===== src/rtl/rca_wb_sequencer.sv =====
// rca_wb_sequencer: buffers RCA result bundles in a small FIFO and serialises
// each bundle into single-register writeback beats (ascending port index).
// A bundle with no enabled ports is reported as one completion-only beat.
// Optional build macro: RCA_WB_X0_FILTER_EN -- when defined, ports whose
// destination register is x0 are dropped from the mask at push time.
module rca_wb_sequencer #(
  parameter int NUM_WRITE_PORTS = 5,
  parameter int XLEN            = 32,
  parameter int ID_W            = 3,
  parameter int DEPTH           = 2
) (
  input  logic                            clk,
  input  logic                            rst,
  input  logic                            rca_done,
  input  logic [ID_W-1:0]                 rca_id,
  input  logic [NUM_WRITE_PORTS*XLEN-1:0] rca_rd,
  input  logic [NUM_WRITE_PORTS*5-1:0]    rca_dest_addrs,
  input  logic [NUM_WRITE_PORTS-1:0]      rca_dest_mask,
  output logic                            rca_ready,
  output logic                            wb_valid,
  output logic                            wb_we,
  output logic [4:0]                      wb_addr,
  output logic [XLEN-1:0]                 wb_data,
  output logic [ID_W-1:0]                 wb_id,
  output logic                            wb_last,
  input  logic                            wb_ack,
  output logic                            overflow_err
);

  localparam int NWP   = NUM_WRITE_PORTS;
  localparam int PTR_W = $clog2(DEPTH);
  localparam int CNT_W = $clog2(DEPTH + 1);
  localparam int IDX_W = (NWP > 1) ? $clog2(NWP) : 1;

  localparam logic [NWP-1:0]   MASK_ONE = NWP'(1);
  localparam logic [PTR_W-1:0] PTR_ONE  = PTR_W'(1);
  localparam logic [CNT_W-1:0] CNT_ONE  = CNT_W'(1);
  localparam logic [CNT_W-1:0] CNT_FULL = CNT_W'(DEPTH);

  typedef enum logic {IDLE = 1'b0, DRAIN = 1'b1} state_t;

  state_t state_q, state_d;

  // FIFO storage (one entry per bundle) and bookkeeping
  logic [ID_W-1:0]     id_mem_q   [DEPTH];
  logic [ID_W-1:0]     id_mem_d   [DEPTH];
  logic [NWP*XLEN-1:0] rd_mem_q   [DEPTH];
  logic [NWP*XLEN-1:0] rd_mem_d   [DEPTH];
  logic [NWP*5-1:0]    addr_mem_q [DEPTH];
  logic [NWP*5-1:0]    addr_mem_d [DEPTH];
  logic [NWP-1:0]      mask_mem_q [DEPTH];
  logic [NWP-1:0]      mask_mem_d [DEPTH];
  logic [PTR_W-1:0]    wr_ptr_q, wr_ptr_d;
  logic [PTR_W-1:0]    rd_ptr_q, rd_ptr_d;
  logic [CNT_W-1:0]    count_q, count_d;
  logic [NWP-1:0]      rem_mask_q, rem_mask_d;
  logic                overflow_q, overflow_d;

  logic [NWP-1:0]   push_mask_s;
  logic             push_s;
  logic             ack_s;
  logic             last_s;
  logic             pop_s;
  logic [IDX_W-1:0] idx_s;
  logic [PTR_W-1:0] next_rd_ptr_s;

  assign rca_ready     = (count_q < CNT_FULL);
  assign push_s        = rca_done & rca_ready;
  assign ack_s         = (state_q == DRAIN) & wb_ack;
  assign last_s        = ((rem_mask_q & (rem_mask_q - MASK_ONE)) == '0);
  assign pop_s         = ack_s & last_s;
  assign next_rd_ptr_s = rd_ptr_q + PTR_ONE;
  assign overflow_err  = overflow_q;

  // Effective write mask of the incoming bundle
  always_comb begin
    push_mask_s = rca_dest_mask;
`ifdef RCA_WB_X0_FILTER_EN
    for (int i = 0; i < NWP; i++) begin
      push_mask_s[i] = rca_dest_mask[i] & (rca_dest_addrs[i*5 +: 5] != 5'd0);
    end
`endif
  end

  // Lowest remaining port of the current bundle is the beat on offer
  always_comb begin
    idx_s = '0;
    for (int i = NWP - 1; i >= 0; i--) begin
      if (rem_mask_q[i]) begin
        idx_s = IDX_W'(i);
      end else begin
        idx_s = idx_s;
      end
    end
  end

  // FIFO, pointer, count, beat-mask and sticky error next-state logic
  always_comb begin
    id_mem_d   = id_mem_q;
    rd_mem_d   = rd_mem_q;
    addr_mem_d = addr_mem_q;
    mask_mem_d = mask_mem_q;
    wr_ptr_d   = wr_ptr_q;
    rd_ptr_d   = rd_ptr_q;
    count_d    = count_q;
    rem_mask_d = rem_mask_q;
    overflow_d = overflow_q | (rca_done & ~rca_ready);

    if (push_s) begin
      id_mem_d[wr_ptr_q]   = rca_id;
      rd_mem_d[wr_ptr_q]   = rca_rd;
      addr_mem_d[wr_ptr_q] = rca_dest_addrs;
      mask_mem_d[wr_ptr_q] = push_mask_s;
      wr_ptr_d             = wr_ptr_q + PTR_ONE;
    end else begin
      wr_ptr_d = wr_ptr_q;
    end

    if (pop_s) begin
      rd_ptr_d = next_rd_ptr_s;
    end else begin
      rd_ptr_d = rd_ptr_q;
    end

    case ({push_s, pop_s})
      2'b10:   count_d = count_q + CNT_ONE;
      2'b01:   count_d = count_q - CNT_ONE;
      default: count_d = count_q;
    endcase

    // In IDLE the FIFO is empty, so a push becomes the head directly. When the
    // last beat retires with a single entry left, the next head (if any) is
    // the bundle being pushed this very cycle, so bypass it.
    if (state_q == IDLE) begin
      rem_mask_d = push_mask_s;
    end else if (ack_s) begin
      if (last_s) begin
        rem_mask_d = (count_q == CNT_ONE) ? push_mask_s : mask_mem_q[next_rd_ptr_s];
      end else begin
        rem_mask_d = rem_mask_q & (rem_mask_q - MASK_ONE);
      end
    end else begin
      rem_mask_d = rem_mask_q;
    end
  end

  // Datapath registers with asynchronous clear
  always_ff @(posedge clk or posedge rst) begin
    if (rst) begin
      for (int i = 0; i < DEPTH; i++) begin
        id_mem_q[i]   <= '0;
        rd_mem_q[i]   <= '0;
        addr_mem_q[i] <= '0;
        mask_mem_q[i] <= '0;
      end
      wr_ptr_q   <= '0;
      rd_ptr_q   <= '0;
      count_q    <= '0;
      rem_mask_q <= '0;
      overflow_q <= 1'b0;
    end else begin
      id_mem_q   <= id_mem_d;
      rd_mem_q   <= rd_mem_d;
      addr_mem_q <= addr_mem_d;
      mask_mem_q <= mask_mem_d;
      wr_ptr_q   <= wr_ptr_d;
      rd_ptr_q   <= rd_ptr_d;
      count_q    <= count_d;
      rem_mask_q <= rem_mask_d;
      overflow_q <= overflow_d;
    end
  end

  // FSM state register
  always_ff @(posedge clk or posedge rst) begin
    if (rst) begin
      state_q <= IDLE;
    end else begin
      state_q <= state_d;
    end
  end

  // FSM next state: start draining on push, stop once the FIFO runs dry
  always_comb begin
    state_d = state_q;
    case (state_q)
      IDLE: begin
        if (push_s) begin
          state_d = DRAIN;
        end else begin
          state_d = IDLE;
        end
      end
      DRAIN: begin
        if (pop_s && (count_d == '0)) begin
          state_d = IDLE;
        end else begin
          state_d = DRAIN;
        end
      end
      default: state_d = IDLE;
    endcase
  end

  // FSM outputs: beat payload taken from the FIFO head, all zero when idle
  always_comb begin
    wb_valid = 1'b0;
    wb_we    = 1'b0;
    wb_addr  = 5'd0;
    wb_data  = '0;
    wb_id    = '0;
    wb_last  = 1'b0;
    case (state_q)
      DRAIN: begin
        wb_valid = 1'b1;
        wb_id    = id_mem_q[rd_ptr_q];
        wb_last  = last_s;
        if (rem_mask_q != '0) begin
          wb_we   = 1'b1;
          wb_addr = addr_mem_q[rd_ptr_q][int'(idx_s)*5 +: 5];
          wb_data = rd_mem_q[rd_ptr_q][int'(idx_s)*XLEN +: XLEN];
        end else begin
          wb_we = 1'b0;
        end
      end
      default: begin
        wb_valid = 1'b0;
      end
    endcase
  end

endmodule


===== config.mk =====
export PLATFORM = sky130hd
export DESIGN_NAME = rca_wb_sequencer
export DESIGN_NICKNAME = d
export VERILOG_FILES = /design/src/rtl/rca_wb_sequencer.sv
export SDC_FILE = /design/constraint.sdc
export NUM_CORES = 1
export LEC_CHECK = 0
export ABC_CLOCK_PERIOD_IN_PS = 14650
export CAP_MARGIN = 30
export CELL_PAD_IN_SITES_DETAIL_PLACEMENT = 2
export CELL_PAD_IN_SITES_GLOBAL_PLACEMENT = 2
export CORE_ASPECT_RATIO = 0.9
export CORE_UTILIZATION = 36
export DETAILED_ROUTE_END_ITERATION = 16
export GPL_TIMING_DRIVEN = 0
export PLACE_DENSITY_LB_ADDON = 0.12
export SYNTH_ARGS = -nofsm -noshare
export SYNTH_HDL_FRONTEND = slang
export SYNTH_SLANG_ARGS = --single-unit

===== constraint.sdc =====
create_clock -name clk -period 14.65 [get_ports clk]
set_clock_uncertainty 0.05 [all_clocks]
set_input_delay 2.93 -clock clk [delete_from_list [all_inputs] [get_ports clk]]
set_output_delay 2.93 -clock clk [all_outputs]
set_load 0.01 [all_outputs]

==> metrics.md, run 1 <==
| Metric | Value |
|---|---|
| First-pass GRT wire length | 85.5 mm |
| Slew HR | 0.333 |
| Total track usage | 0.232 |
| Library cells used by synthesis | 48 |
| Clock power frac | 0.197 |
| DRT Wirelength | 57.6 mm |
| Vias | 11400 |
| Crit path DAT | 3.93 ns |
| Area grow syn2layout | 26.9% |
| Die Y | 214 um |
| Post-route cell area | 22800 um^2 |
| Combinational share of power | 0.461 |
| Post-Place Cell Area | 21200 um^2 |
| Die Area | 50700 um^2 |
| CP Depth | 9 |
| Clk sinks | 397 |
| Largest fanout on the critical path | 10 |
| End point of the critical path | wb_data[27] |
| Critical path origin | rem_mask_q[2]$_DFFE_PP0P_ |
| Hold WS | 0.419 ns |
| Clock Path Buffers | 3 |
| Critical path buffers and inverters | 4 |
| Grt total ovfl | 0 |
| CTS tree | yes |
| Crit path cell chain | buf_2, nor4_1, nand2_1, buf_2, nand2_2, buf_4, o22ai_1, nor3_1, clkdlybuf4s50_1 |
| Drt wl/cell | 26.8 um |
| Internal power | 0.00377 W |
| CTS resizes | 0 |
| CTS buffer count | 46 |
| H-tree levels | 2 |
| Root buffer cell | clkbuf_16 |
| Cell Rows | 77 |
| Fin. max-slew vios | 0 |
| Postcts setup bufs | 0 |
| Antenna Nets Post-Route | 0 |
| Final setup violation count | 0 |
| Largest area contributor in the synthesized netlist | dfrtp_1 |
| Largest net degree at the start of global routing | 124 |
| Die width | 237 um |
| Post-synthesis sequential area ratio | 0.554 |
| CP Data Required Time | 11.67 ns |
| Hpwl dp | 40.3 mm |
| I/O Pins | 242 |
| NetSw | 0.00197 W |
| Maximum capacitance violations | 0 |
| Ys async rst share | 1.00 |
| Initial Util | 0.365 |
| CP Launch Type | flop |
| Worst vdd ir | 97.4 uV |
| Syn Area/Cell | 15.2 um^2 |
| RSZ-0062 raised after global routing | false |
| Core area | 49100 um^2 |
| Status | complete, no violations |
| FF-to-FF Start | rem_mask_q[0]$_DFFE_PP0P_ |
| Layout Nets | 1677 |
| Critical Path Max Stage Delay | 0.63 ns |
| Final core utilization | 0.463 |
| Initial DRC count | 456 |
| Critical Path End Type | output pin |
| Worst hold-check path type | flop to flop |
| Vias in the first global route | 13200 |
| Antenna violations before repair | 10 |
| Synthesis-stage register bit count | 397 |
| Reg-to-Reg End | state_q$_DFF_PP0_ |
| Flop pwr share | 0.342 |
| Layout cell share with drive strength beyond 1 | 0.395 |
| CP top delay family | buffers and inverters |
| FMAX | 145 MHz |
| # DRC | 0 |
| Post-Synthesis Cells | 1183 |
| First-pass DRT Iterations | 4 |
| Synth top area cells | dfrtp_1 55%, mux2_2 24%, mux4_2 9.0% |
| EDFF count, synth | 0 |
| Port Buffer Count | 241 |
| Pleak | 9.16 nW |
| Syn nets | 1383 |
| Via-to-Cell Ratio | 5.33 |
| Worst slew pin tran | 1.00 ns |
| Most common cell after layout, fill and taps aside | dfrtp_1 |
| Final min period | 6.91 ns |
| Pwr dens | 252 nW/um^2 |
| Worst skew pair latency | 0.57 ns |
| R2R depth | 11 |
| Cts hold-fix bufs | 0 |
| Worst path most repeated cell | buf_2 |
| Mapped Area | 17900 um^2 |
| Final period utilization | 0.471 |
| CTS clk-pin slew, worst paths | 0.06 ns |
| Synth warn | 0 |
| Flop-to-flop setup slack | 11.87 ns |
| CP max stage cell | clkdlybuf4s50_1 |
| Switching share of total power | 0.344 |
| Fill cells | 4652 |
| Gpl congestion | 0.787 |
| Top FF cell, synth | dfrtp_1 |
| Kind of critical path | flop to output pin |
| Fin. Hold Viols | 0 |
| Most frequent cells in the layout | 397 x dfrtp_1, 384 x mux2_2, 241 x clkdlybuf4s50_1 |
| Top cell type's share of synthesized area | 0.554 |
==> through the flow <==
stage,setup slack (ns),setup TNS (ns),instances,power [W]
finish,7.74,0,2147,0.00574
global placement,-4.76,-1865.74,2056,0.00455
floorplan,0.631,0,1183,0.00362
global route,7.54,0,2145,0.00606
detailed placement,8.30,0,2060,0.00465
CTS,7.63,0,2139,0.00582
==> registers in the layout, indices dropped and copies added (netlist names) <==
register      flops
addr_mem_q       50
id_mem_q          6
state_q           1
rd_mem_q        320
wr_ptr_q          1
mask_mem_q       10
count_q           2
rem_mask_q        5
overflow_err      1
rd_ptr_q          1
==> layer usage <==
metal | track usage | vias up | part of all wire
met3 | 0.0402 | 75 | 0.039
met4 | 0.0752 | 6 | 0.023
met2 | 0.386 | 232 | 0.49
met5 | 0 | - | 0.00069
met1 | 0.310 | 6135 | 0.45
li1 | - | 5000 | -
==> power by group through the flow <==
| stage | Clock, W | Sequential, W | Combinational, W |
|---|---|---|---|
| after floorplan | 0 | 0.00185 | 0.00177 |
| after global placement | 0 | 0.00194 | 0.00260 |
| after detailed placement | 0 | 0.00197 | 0.00267 |
| after CTS | 0.00116 | 0.00196 | 0.00269 |
| after global routing | 0.00120 | 0.00203 | 0.00283 |
| final | 0.00113 | 0.00196 | 0.00264 |
==> cells by family (layout without fill, tap and decap cells) <==
| logic type | count (synthesis) | in the layout | synth area share |
|---|---|---|---|
| AND/OR/NAND/NOR | 107 | 107 | 0.0318 |
| multiplexers | 471 | 471 | 0.341 |
| XOR/XNOR | 2 | 2 | 0.000977 |
| adder cells (fa/ha/maj) | 5 | 5 | 0.00321 |
| buffers and inverters | 96 | 421 | 0.0287 |
| other | 0 | 7 | 0 |
| AO/OA/AOI/OAI | 105 | 105 | 0.0405 |
| flip-flops | 397 | 397 | 0.554 |
==> synth_stat cells, types with 2 or more instances <==
cell,count
o22ai_1,36
buf_4,9
buf_6,4
a211oi_1,34
o2bb2ai_1,2
mux2i_1,14
nor2_1,5
o21ai_0,11
inv_1,8
maj3_1,2
ha_1,3
nand2b_1,2
dfrtp_1,397
nand2_1,20
o31ai_1,5
and2_1,2
a21oi_1,3
buf_12,2
clkbuf_1,18
nor2b_1,37
nand3_1,2
mux2_2,384
nor3_1,34
buf_2,47
buf_1,8
mux4_2,72
==> worst min path at each step <==
stage / startpoint / endpoint / slack (ns) / depth (start not counted)
after CTS: overflow_err$_DFF_PP0_ / overflow_err$_DFF_PP0_ / 0.42 / 1
after detailed placement: overflow_err$_DFF_PP0_ / overflow_err$_DFF_PP0_ / 0.41 / 1
after floorplan: mask_mem_q[0]$_DFFE_PP0P_ / mask_mem_q[0]$_DFFE_PP0P_ / 0.40 / 2
after global placement: overflow_err$_DFF_PP0_ / overflow_err$_DFF_PP0_ / 0.39 / 1
after global routing: overflow_err$_DFF_PP0_ / overflow_err$_DFF_PP0_ / 0.44 / 1
final: overflow_err$_DFF_PP0_ / overflow_err$_DFF_PP0_ / 0.42 / 1
==> layout make-up <==
cell class	instances	area, um^2	share of cell area
sequential	397	9930	0.436
multi-input combinational	690	7490	0.329
timing repair buffer	246	2520	0.111
clock buffer	75	1460	0.0643
tap	632	791	0.0347
buffer	88	485	0.0213
inverter	8	37.5	0.00165
clock inverter	4	22.5	0.000989
antenna	7	17.5	0.000769
Power figures use the tool's default switching activity.
==> run 2: changes to the inputs <==
--- a/config.mk
+++ b/config.mk
@@ -5,12 +5,12 @@
 export SDC_FILE = /design/constraint.sdc
 export NUM_CORES = 1
 export LEC_CHECK = 0
-export ABC_CLOCK_PERIOD_IN_PS = 14650
+export ABC_CLOCK_PERIOD_IN_PS = 6700
 export CAP_MARGIN = 30
 export CELL_PAD_IN_SITES_DETAIL_PLACEMENT = 2
 export CELL_PAD_IN_SITES_GLOBAL_PLACEMENT = 2
 export CORE_ASPECT_RATIO = 0.9
-export CORE_UTILIZATION = 36
+export CORE_UTILIZATION = 39
 export DETAILED_ROUTE_END_ITERATION = 16
 export GPL_TIMING_DRIVEN = 0
 export PLACE_DENSITY_LB_ADDON = 0.12
==> constraint.sdc (replaced) <==
create_clock -name clk -period 6.7 [get_ports clk]
set_clock_uncertainty 0.05 [all_clocks]
set_input_delay 1.34 -clock clk [delete_from_list [all_inputs] [get_ports clk]]
set_output_delay 1.34 -clock clk [all_outputs]
set_load 0.01 [all_outputs]
==> metrics.md, run 2 (synthesis results as in run 1) <==
| Metric | Value |
|---|---|
| Largest net degree at the start of global routing | 43 |
| Pre-CTS setup slack | 1.98 ns |
| Final period utilization | 0.783 |
| Maximum capacitance violations | 0 |
| FMAX | 191 MHz |
| # DRC | 0 |
| CTS resizes | 0 |
| Crit path cell chain | clkbuf_1, clkbuf_1, clkbuf_1, a211oi_1, nor3_1, clkdlybuf4s50_1 |
| Drt wl/cell | 27.3 um |
| Postcts setup bufs | 0 |
| Worst path most repeated cell | clkbuf_1 |
| Final non-filler cell total | 2122 |
| Largest reg by FF count | rd_mem_q |
| Gpl congestion | 0.761 |
| Fin. max-slew vios | 0 |
| FF/Latch Area | 9930 um^2 |
| Final min period | 5.25 ns |
| CTS buffer count | 45 |
| Port Buffer Count | 241 |
| Largest fanout on the critical path | 10 |
| Placed cell count | 2042 |
| CP top delay family | buffers and inverters |
| CP Launch Type | flop |
| Slew HR | 0.341 |
| CTS tree | yes |
| Area grow syn2layout | 26.9% |
| Worst slew pin tran | 0.988 ns |
| Core area | 45400 um^2 |
| DRT Wirelength | 57.8 mm |
| CP Depth | 6 |
| Vias | 11600 |
| Status | complete, no violations |
| Via-to-Cell Ratio | 5.46 |
| Most common cell after layout, fill and taps aside | dfrtp_1 |
| Largest registers | rd_mem_q: 320 flops, addr_mem_q: 50 flops, mask_mem_q: 10 flops |
| Root buffer cell | clkbuf_16 |
| Flop-to-flop setup slack | 3.83 ns |
| Antenna Nets Post-Route | 0 |
| Worst skew pair latency | 0.57 ns |
| I/O Pins | 242 |
| Initial DRC count | 447 |
| Antenna violations before repair | 3 |
| Die Area | 46800 um^2 |
| Cts hold-fix bufs | 0 |
| Largest register FFs | 320 |
| Reg-to-Reg End | state_q$_DFF_PP0_ |
| Setup WS post-layout | 1.45 ns |
| Fill cells | 4220 |
| Critical path buffers and inverters | 4 |
| Vias in the first global route | 13500 |
| Critical Path End Type | output pin |
| Total track usage | 0.253 |
| R2R depth | 10 |
| Hold Path Sink | overflow_err$_DFF_PP0_ |
| Clk sinks | 397 |
| Layout cell share with drive strength beyond 1 | 0.397 |
| Worst hold-check path type | flop to flop |
| Die width | 228 um |
| Min-delay src | overflow_err$_DFF_PP0_ |
| FF-to-FF Start | rem_mask_q[0]$_DFFE_PP0P_ |
| First-pass DRT Iterations | 5 |
| H-tree levels | 2 |
| Final setup violation count | 0 |
| Pwr dens | 552 nW/um^2 |
| Most frequent cells in the layout | 397 x dfrtp_1, 384 x mux2_2, 241 x clkdlybuf4s50_1 |
| Setup tns final | 0 ns |
| Grt total ovfl | 0 |
| CTS clk-pin slew, worst paths | 0.06 ns |
| Clock Path Buffers | 3 |
| Layout Nets | 1681 |
| CP Data Required Time | 5.31 ns |
| Fin. Hold Viols | 0 |
| Crit path DAT | 3.86 ns |
| CP max stage cell | clkbuf_1 |
| Cell Rows | 74 |
| Area of the multi-input gates | 7490 um^2 |
| Hold depth | 1 |
| First-pass GRT wire length | 87.1 mm |
| Hold WS | 0.414 ns |
| RSZ-0062 raised after global routing | false |
| Critical Path Max Stage Delay | 0.80 ns |
| Worst vdd ir | 234 uV |
| Initial Util | 0.395 |
| Kind of critical path | flop to output pin |
| Die Y | 205 um |
| Hpwl dp | 40.8 mm |
| Pleak | 9.18 nW |
[run 2: per-layer routing]
layer | wire [um] | GRT usage | vias to the layer above
met5 | 0 | 0 | -
met4 | 1170 | 0.0729 | 0
met3 | 2310 | 0.0380 | 75
met2 | 28500 | 0.425 | 256
met1 | 25800 | 0.341 | 6224
li1 | - | - | 5027
[run 2: power by group]
part / leakage (nW) / internal [W] / total, W / switching, W
Combinational: 3.80 / 0.00312 / 0.00583 / 0.00272
Sequential: 4.66 / 0.00364 / 0.00431 / 0.000672
Clock: 0.713 / 0.00144 / 0.00243 / 0.000985
Total: 9.18 / 0.00820 / 0.0126 / 0.00437
[run 2: how the worst max path moves through the flow]
stage                               startpoint                        end  slack, ns
after floorplan                            rst  addr_mem_q[0]$_DFFE_PP0P_      -0.03
after global placement                     rst  rd_mem_q[203]$_DFFE_PP0P_      -2.86
after detailed placement  rd_ptr_q$_DFFE_PP0N_                wb_data[28]       1.98
after CTS                 rd_ptr_q$_DFFE_PP0N_                wb_data[28]       1.33
after global routing      rd_ptr_q$_DFFE_PP0N_                 wb_addr[2]       1.21
final                     rd_ptr_q$_DFFE_PP0N_                wb_data[28]       1.45
[run 2: final cells by class]
| cell class | count | area share |
|---|---|---|
| clock buffers | 72 | 0.0610 |
| multi-input cells | 690 | 0.329 |
| inverters | 8 | 0.00148 |
| clock inverters | 5 | 0.00236 |
| repair buffers | 251 | 0.115 |
| flip-flops and latches | 397 | 0.436 |
| plain buffers | 88 | 0.0213 |
| diodes | 3 | 0.000330 |
| well taps | 608 | 0.0334 |
[run 2: stage by stage]
| stage | cell area [um^2] | utilization | power, W |
|---|---|---|---|
| 2_1_floorplan | 17900 | - | 0.00792 |
| 3_3_place_gp | 21100 | 0.465 | 0.00992 |
| 3_5_place_dp | 21300 | 0.470 | 0.0102 |
| 4_1_cts | 22800 | 0.502 | 0.0127 |
| 5_1_grt | 22800 | 0.502 | 0.0132 |
| 6_report | 22800 | 0.502 | 0.0126 |
